<file path="config.mk">
export PLATFORM = sky130hd
export DESIGN_NAME = score_display_flat
export DESIGN_NICKNAME = d
export VERILOG_FILES = /design/src/rtl/score_display_pkg.sv /design/src/rtl/score_display_if.sv /design/src/rtl/score_display_bin2bcd_seq.sv /design/src/rtl/score_display.sv /design/src/flat_wrapper.sv
export SDC_FILE = /design/constraint.sdc
export NUM_CORES = 1
export LEC_CHECK = 0
export BUFFER_PORTS_ARGS = -buffer_cell sky130_fd_sc_hd__buf_2
export CAP_MARGIN = 30
export CORE_ASPECT_RATIO = 0.5
export CORE_UTILIZATION = 40
export CTS_CLUSTER_DIAMETER = 80
export CTS_CLUSTER_SIZE = 28
export DETAILED_ROUTE_END_ITERATION = 8
export GPL_ROUTABILITY_DRIVEN = 0
export GPL_TIMING_DRIVEN = 0
export SYNTH_ARGS = -nofsm -noshare
export SYNTH_HDL_FRONTEND = slang
export SYNTH_SLANG_ARGS = --single-unit
</file>
<file path="constraint.sdc">
create_clock -name clk -period 2.31 [get_ports clk]
set_input_delay 0.5775 -clock clk [delete_from_list [all_inputs] [get_ports clk]]
set_output_delay 0.5775 -clock clk [all_outputs]
set_load 0.01 [all_outputs]
</file>
<file path="src/rtl/score_display_pkg.sv">
// score_display_pkg: shared widths, segment codes, FSM encodings and double-dabble step.
package score_display_pkg;
    localparam int SCORE_W    = 16;
    localparam int NUM_DIGITS = 5;
    localparam int BCD_W      = 20;
    localparam int SR_W       = BCD_W + SCORE_W;

    localparam logic [6:0] SEG_0     = 7'h3F;
    localparam logic [6:0] SEG_1     = 7'h06;
    localparam logic [6:0] SEG_2     = 7'h5B;
    localparam logic [6:0] SEG_3     = 7'h4F;
    localparam logic [6:0] SEG_4     = 7'h66;
    localparam logic [6:0] SEG_5     = 7'h6D;
    localparam logic [6:0] SEG_6     = 7'h7D;
    localparam logic [6:0] SEG_7     = 7'h07;
    localparam logic [6:0] SEG_8     = 7'h7F;
    localparam logic [6:0] SEG_9     = 7'h6F;
    localparam logic [6:0] SEG_BLANK = 7'h00;

    localparam logic [1:0] ST_IDLE   = 2'd0;
    localparam logic [1:0] ST_CONV   = 2'd1;
    localparam logic [1:0] ST_COMMIT = 2'd2;

    function automatic logic [6:0] seg_encode(input logic [3:0] d);
        case (d)
            4'd0:    seg_encode = SEG_0;
            4'd1:    seg_encode = SEG_1;
            4'd2:    seg_encode = SEG_2;
            4'd3:    seg_encode = SEG_3;
            4'd4:    seg_encode = SEG_4;
            4'd5:    seg_encode = SEG_5;
            4'd6:    seg_encode = SEG_6;
            4'd7:    seg_encode = SEG_7;
            4'd8:    seg_encode = SEG_8;
            4'd9:    seg_encode = SEG_9;
            default: seg_encode = SEG_BLANK;
        endcase
    endfunction

    // One double-dabble iteration on {bcd, bin}: add 3 to nibbles >= 5, then shift left.
    function automatic logic [SR_W-1:0] dd_step(input logic [SR_W-1:0] sr);
        logic [SR_W-1:0] a;
        a = sr;
        for (int k = 0; k < NUM_DIGITS; k++)
            if (a[SCORE_W+4*k +: 4] >= 4'd5) a[SCORE_W+4*k +: 4] = a[SCORE_W+4*k +: 4] + 4'd3;
        return a << 1;
    endfunction
endpackage

</file>
<file path="src/rtl/score_display_if.sv">
// score_display_if: score bus input plus the BCD and display outputs of the score display.
interface score_display_if;
    import score_display_pkg::*;
    logic [SCORE_W-1:0] score;
    logic [BCD_W-1:0]   bcd_out;
    logic               busy;
    logic [6:0]         seg;
    logic [4:0]         dig_sel;
    modport master (output score, input bcd_out, busy, seg, dig_sel);
    modport slave  (input score, output bcd_out, busy, seg, dig_sel);
endinterface

</file>
<file path="src/rtl/score_display_bin2bcd_seq.sv">
// score_display_bin2bcd_seq: sequential double-dabble, one bit per clock, commits on change.
module score_display_bin2bcd_seq
    import score_display_pkg::*;
(
    input  logic               clk,
    input  logic               rst_n,
    input  logic [SCORE_W-1:0] score,
    output logic [BCD_W-1:0]   bcd_out,
    output logic               busy
);
    logic [1:0]         state;
    logic [3:0]         iter;
    logic [SR_W-1:0]    sr;
    logic [SCORE_W-1:0] cap;
    logic [SCORE_W-1:0] last_conv;

    always_ff @(posedge clk) begin
        if (!rst_n) begin
            state     <= ST_IDLE;
            iter      <= '0;
            sr        <= '0;
            cap       <= '0;
            last_conv <= '0;
            bcd_out   <= '0;
            busy      <= 1'b0;
        end else begin
            case (state)
                ST_IDLE: if (score != last_conv) begin
                    cap   <= score;
                    sr    <= {{BCD_W{1'b0}}, score};
                    iter  <= '0;
                    busy  <= 1'b1;
                    state <= ST_CONV;
                end
                ST_CONV: begin
                    sr    <= dd_step(sr);
                    iter  <= iter + 4'd1;
                    state <= iter == 4'd15 ? ST_COMMIT : ST_CONV;
                end
                ST_COMMIT: begin
                    bcd_out   <= sr[SR_W-1 -: BCD_W];
                    last_conv <= cap;
                    busy      <= 1'b0;
                    state     <= ST_IDLE;
                end
                default: state <= ST_IDLE;
            endcase
        end
    end
endmodule

</file>
<file path="src/rtl/score_display.sv">
// score_display: binary score to BCD, scanned onto a 5-digit multiplexed 7-segment display.
module score_display
    import score_display_pkg::*;
#(
    parameter int REFRESH_DIV    = 1000,
    parameter bit LZ_BLANK       = 1'b1,
    parameter bit SEG_ACTIVE_LOW = 1'b0
)(
    input logic             clk,
    input logic             rst_n,
    score_display_if.slave  bus
);
    localparam int            PW      = $clog2(REFRESH_DIV);
    localparam logic [PW-1:0] PRE_MAX = PW'(REFRESH_DIV - 1);
    localparam logic [6:0]    SEG_INV = {7{SEG_ACTIVE_LOW}};
    localparam logic [4:0]    SEL_INV = {5{SEG_ACTIVE_LOW}};

    logic [BCD_W-1:0] bcd;
    logic             busy;
    logic [PW-1:0]    pre;
    logic [2:0]       idx;
    logic [3:0]       digit;
    logic [6:0]       seg_n;
    logic [4:0]       sel_n;
    logic [6:0]       seg_q;
    logic [4:0]       sel_q;

    score_display_bin2bcd_seq u_conv (
        .clk     (clk),
        .rst_n   (rst_n),
        .score   (bus.score),
        .bcd_out (bcd),
        .busy    (busy)
    );

    // A digit above the units is blank when it and every higher digit are zero.
    assign digit = bcd[{idx, 2'b00} +: 4];
    assign seg_n = (LZ_BLANK && idx != 3'd0 && (bcd >> {idx, 2'b00}) == '0) ? SEG_BLANK : seg_encode(digit);
    assign sel_n = 5'b00001 << idx;

    always_ff @(posedge clk) begin
        if (!rst_n) begin
            pre   <= '0;
            idx   <= '0;
            seg_q <= SEG_0 ^ SEG_INV;
            sel_q <= 5'b00001 ^ SEL_INV;
        end else begin
            pre   <= pre == PRE_MAX ? '0 : pre + PW'(1);
            idx   <= pre != PRE_MAX ? idx : idx == 3'd4 ? 3'd0 : idx + 3'd1;
            seg_q <= seg_n ^ SEG_INV;
            sel_q <= sel_n ^ SEL_INV;
        end
    end

    assign bus.bcd_out = bcd;
    assign bus.busy    = busy;
    assign bus.seg     = seg_q;
    assign bus.dig_sel = sel_q;
endmodule
</file>
<file path="src/flat_wrapper.sv">
// flat-port wrapper written by rule: the top's interface ports become plain ports
module score_display_flat import score_display_pkg::*;
#(
    parameter int REFRESH_DIV    = 1000,
    parameter bit LZ_BLANK       = 1'b1,
    parameter bit SEG_ACTIVE_LOW = 1'b0
)
  (clk, rst_n, bus_score, bus_bcd_out, bus_busy, bus_seg, bus_dig_sel);
  score_display_if bus_i ();
  input logic clk;
  input logic rst_n;
  input wire logic [$bits(bus_i.score)-1:0] bus_score;
  output wire logic [$bits(bus_i.bcd_out)-1:0] bus_bcd_out;
  output wire logic [$bits(bus_i.busy)-1:0] bus_busy;
  output wire logic [$bits(bus_i.seg)-1:0] bus_seg;
  output wire logic [$bits(bus_i.dig_sel)-1:0] bus_dig_sel;
  assign bus_i.score = bus_score;
  assign bus_bcd_out = bus_i.bcd_out;
  assign bus_busy = bus_i.busy;
  assign bus_seg = bus_i.seg;
  assign bus_dig_sel = bus_i.dig_sel;
  score_display #(.REFRESH_DIV(REFRESH_DIV), .LZ_BLANK(LZ_BLANK), .SEG_ACTIVE_LOW(SEG_ACTIVE_LOW)) u_core (.clk(clk), .rst_n(rst_n), .bus(bus_i));
endmodule
</file>
==> run_results.csv <==
group,metric,value,unit
clock_tree,cts_tree,"yes",
critical_path,cp.arrival,2.52,ns
critical_path,crit_buf_inv,1,
critical_path,crit_fanout,10,
sta,skew,0.009087,ns
grt,grt_pass1_wl,24600,um
grt,grt_pass1_vias,4578,
final_layout,multi_input_area,3064,um^2
yosys,syn-num-nets,687,
power_and_ir_drop,peakVddDrop,512.8,uV
floorplan,die_h,86.64,um
critical_path,rrSetupSlack,0.12,ns
clock_tree,cts_root_buf,"clkbuf_16",
clock_tree,cts_buffer_depth,2,
critical_path,criticalPathCategory,"reg2reg",
final_layout,postLayoutCellArea,6930,um^2
critical_path,cpPeakStageDelay,0.59,ns
clock_tree,cts.sink_count,120,
min_path,hold_start,"u_core.u_conv.cap[9]",
sta,max_slew_margin,42.61,%
yosys,yosysUniqueCellTypes,62,
critical_path,reg2reg_from,"u_core.u_conv.last_conv[0]",
clock_tree,post_cts_buffers,0,
routing,ant_nets,0,
routing,viasPerCell,5.350,
routing,dr.first_iter.drc_count,409,
final_layout,drive_above_1_share,17.81,%
sta,layout_setup_ws,0.1155,ns
yosys,syn_area,5730,um^2
critical_path,cp.depth,6,
yosys,yosysWarnings,0,
sta,finalSetupViolCount,0,
job,cap_violations,0,
yosys,synthArstFlopShare,0,%
min_path,whs_path_depth,2,
min_path,worstHoldPathType,"reg2reg",
clock_tree,clk_latency,0.41,ns
yosys,synth_flop_cell,"dfxtp_1",
floorplan,io_pins,51,
power_and_ir_drop,p_per_area,799.3,nW/um^2
final_layout,diodes,0,
sta,fin_hold_ws,0.4454,ns
power_and_ir_drop,leakage,2.474,nW
grt,track_usage,21.76,%
critical_path,critPathLaunch,"u_core.u_conv.last_conv[0]",
grt,grt_overflow,0,
sta,tns,0,ns
sta,timing.final.crit_share,95.00,%
clock_tree,clk_pin_slew_worst_paths,0.06,ns
sta,min_period,2.195,ns
routing,drt_first_pass_iters,5,
critical_path,reg2regPathDepth,6,
floorplan,core_area,13780,um^2
floorplan,initial_core_util,41.60,%
final_layout,areaGrowthSynthToFinish,20.94,%
critical_path,cp-start-kind,"register",
critical_path,critPathTopFamily,"simple AND/OR/NAND/NOR gates",
clock_tree,numCtsBuffers,17,
routing,wl_per_cell,16.59,um
sta,hold_viol,0,
status,status,"completed",
final_layout,fin_nets,755,
routing,wl,15290,um
yosys,yosysSeqAreaShare,41.92,%
yosys,synth.avg_cell_area,8.830,um^2
final_layout,regArea,2405,um^2
sta,worst_pin_slew,0.8609,ns
floorplan,design.die.area,14840,um^2
place,place_area,6231,um^2
place,dp_hpwl,10910,um
final_layout,final_util,50.31,%
grt,grt_antenna_before_repair,0,
yosys,syn_inst,649,
grt,grt_max_degree,17,
final_layout,nFillCells,1317,
critical_path,worstPathRequired,2.63,ns
clock_tree,htreeDepth,4,
yosys,synth-edff-count,0,
critical_path,cpMaxStageDelayCell,"nor4_4",
critical_path,cp_cell_sequence,"xnor2_1 -> nand4_1 -> nor4_4 -> a21oi_4 -> buf_8 -> o32ai_4",
place,portBuffers,49,
critical_path,end_kind,"register",
sta,slew_viol_final,0,
routing,drc,0,
place,pre_cts_slack,-0.1936,ns
sta,clock.fmax,455.7,MHz
yosys,synth_seq_cells,120,
final_layout,layout_commonest_cell,"dfxtp_1",
floorplan,rows,30,
floorplan,die_w,171.3,um
routing,vias,4933,
final_layout,final_cell_mix,"118 x dfxtp_1, 106 x nand2_1, 76 x a21oi_1",
## through the flow
step | power [mW] | std cells
floorplan | 2.433 | 649
global placement | 2.553 | 890
detailed placement | 2.561 | 891
CTS | 5.556 | 922
global route | 5.703 | 922
finish | 5.539 | 922
## tightest hold or removal path, delay by kind of cell (launching register included)
kind,cells,cell delay [ns]
flops,1,0.30
simple gates,1,0.05
compound gates,1,0.05
## metal layers
metal  wire [um]  GRT usage (%)  share of wire, %  up-vias
li1            -              -                 -     2436
met1        7918          32.03                52     2333
met2        6298          31.82                41      148
met3         898          4.247               5.9       16
met4         178          6.575               1.2        0
met5           0              0                 0        -
## worst paths after layout
check,to
worst max-delay path,u_core.u_conv.sr[33]
worst min-delay path,u_core.u_conv.last_conv[9]
worst max register to register,u_core.u_conv.sr[33]
worst min register to register,u_core.u_conv.last_conv[9]
## flip-flops by register name, summed over array words and instances (netlist names)
signal	flops
u_core.u_conv.state	2
u_core.u_conv.last_conv	16
u_core.u_conv.busy	1
u_core.u_conv.sr	36
u_core.pre	10
u_core.u_conv.iter	4
u_core.u_conv.bcd_out	20
u_core.idx	3
u_core.bus.seg	7
u_core.u_conv.cap	16
u_core.bus.dig_sel	5
## layout make-up
type	count	area share [%]
clock inverters	13	3.141
repair buffers	50	3.755
flip-flops and latches	120	34.70
clock buffers	19	6.535
plain buffers	41	3.159
inverters	19	1.029
multi-input cells	468	44.21
well taps	192	3.466
## Yosys cell counts, types with 11 or more instances
master | instances | area, um^2
dfxtp_1 | 120 | 2402
clkbuf_1 | 28 | 105.1
inv_1 | 18 | 67.56
a22oi_1 | 13 | 97.59
a31oi_1 | 11 | 68.82
o21ai_1 | 11 | 55.05
nor2_1 | 28 | 105.1
nand2_1 | 106 | 397.9
o21ai_0 | 33 | 165.2
ha_1 | 20 | 250.2
nand3_1 | 13 | 65.06
nand3b_1 | 18 | 135.1
xnor2_1 | 24 | 210.2
a21oi_1 | 76 | 380.4
## power by group
group | internal (mW) | switching [mW]
sequential | 2.14 | 0.0369
combinational | 0.116 | 0.232
clock | 1.99 | 1.03
total | 4.24 | 1.30
## logic make-up (layout without fill, tap and decap cells)
group                      Yosys count  in the layout  share of synthesized area, %
buffers and inverters               61            142                         4.912
AOI/OAI and AO/OA                  188            188                         22.25
DFF                                120            120                         41.92
xor gates and xnor gates            35             35                         5.873
adders and majority gates           20             20                         4.367
and+or+nand+nor                    214            214                         18.54
muxes                               11             11                         2.140
## what timing repair did
item                                    CTS  global route
gates resized for setup                   7             4
hold buffers                              0             0
endpoints found under the setup margin    7             7
pin swaps                                 0             0
(Power assumes the default switching activity.)
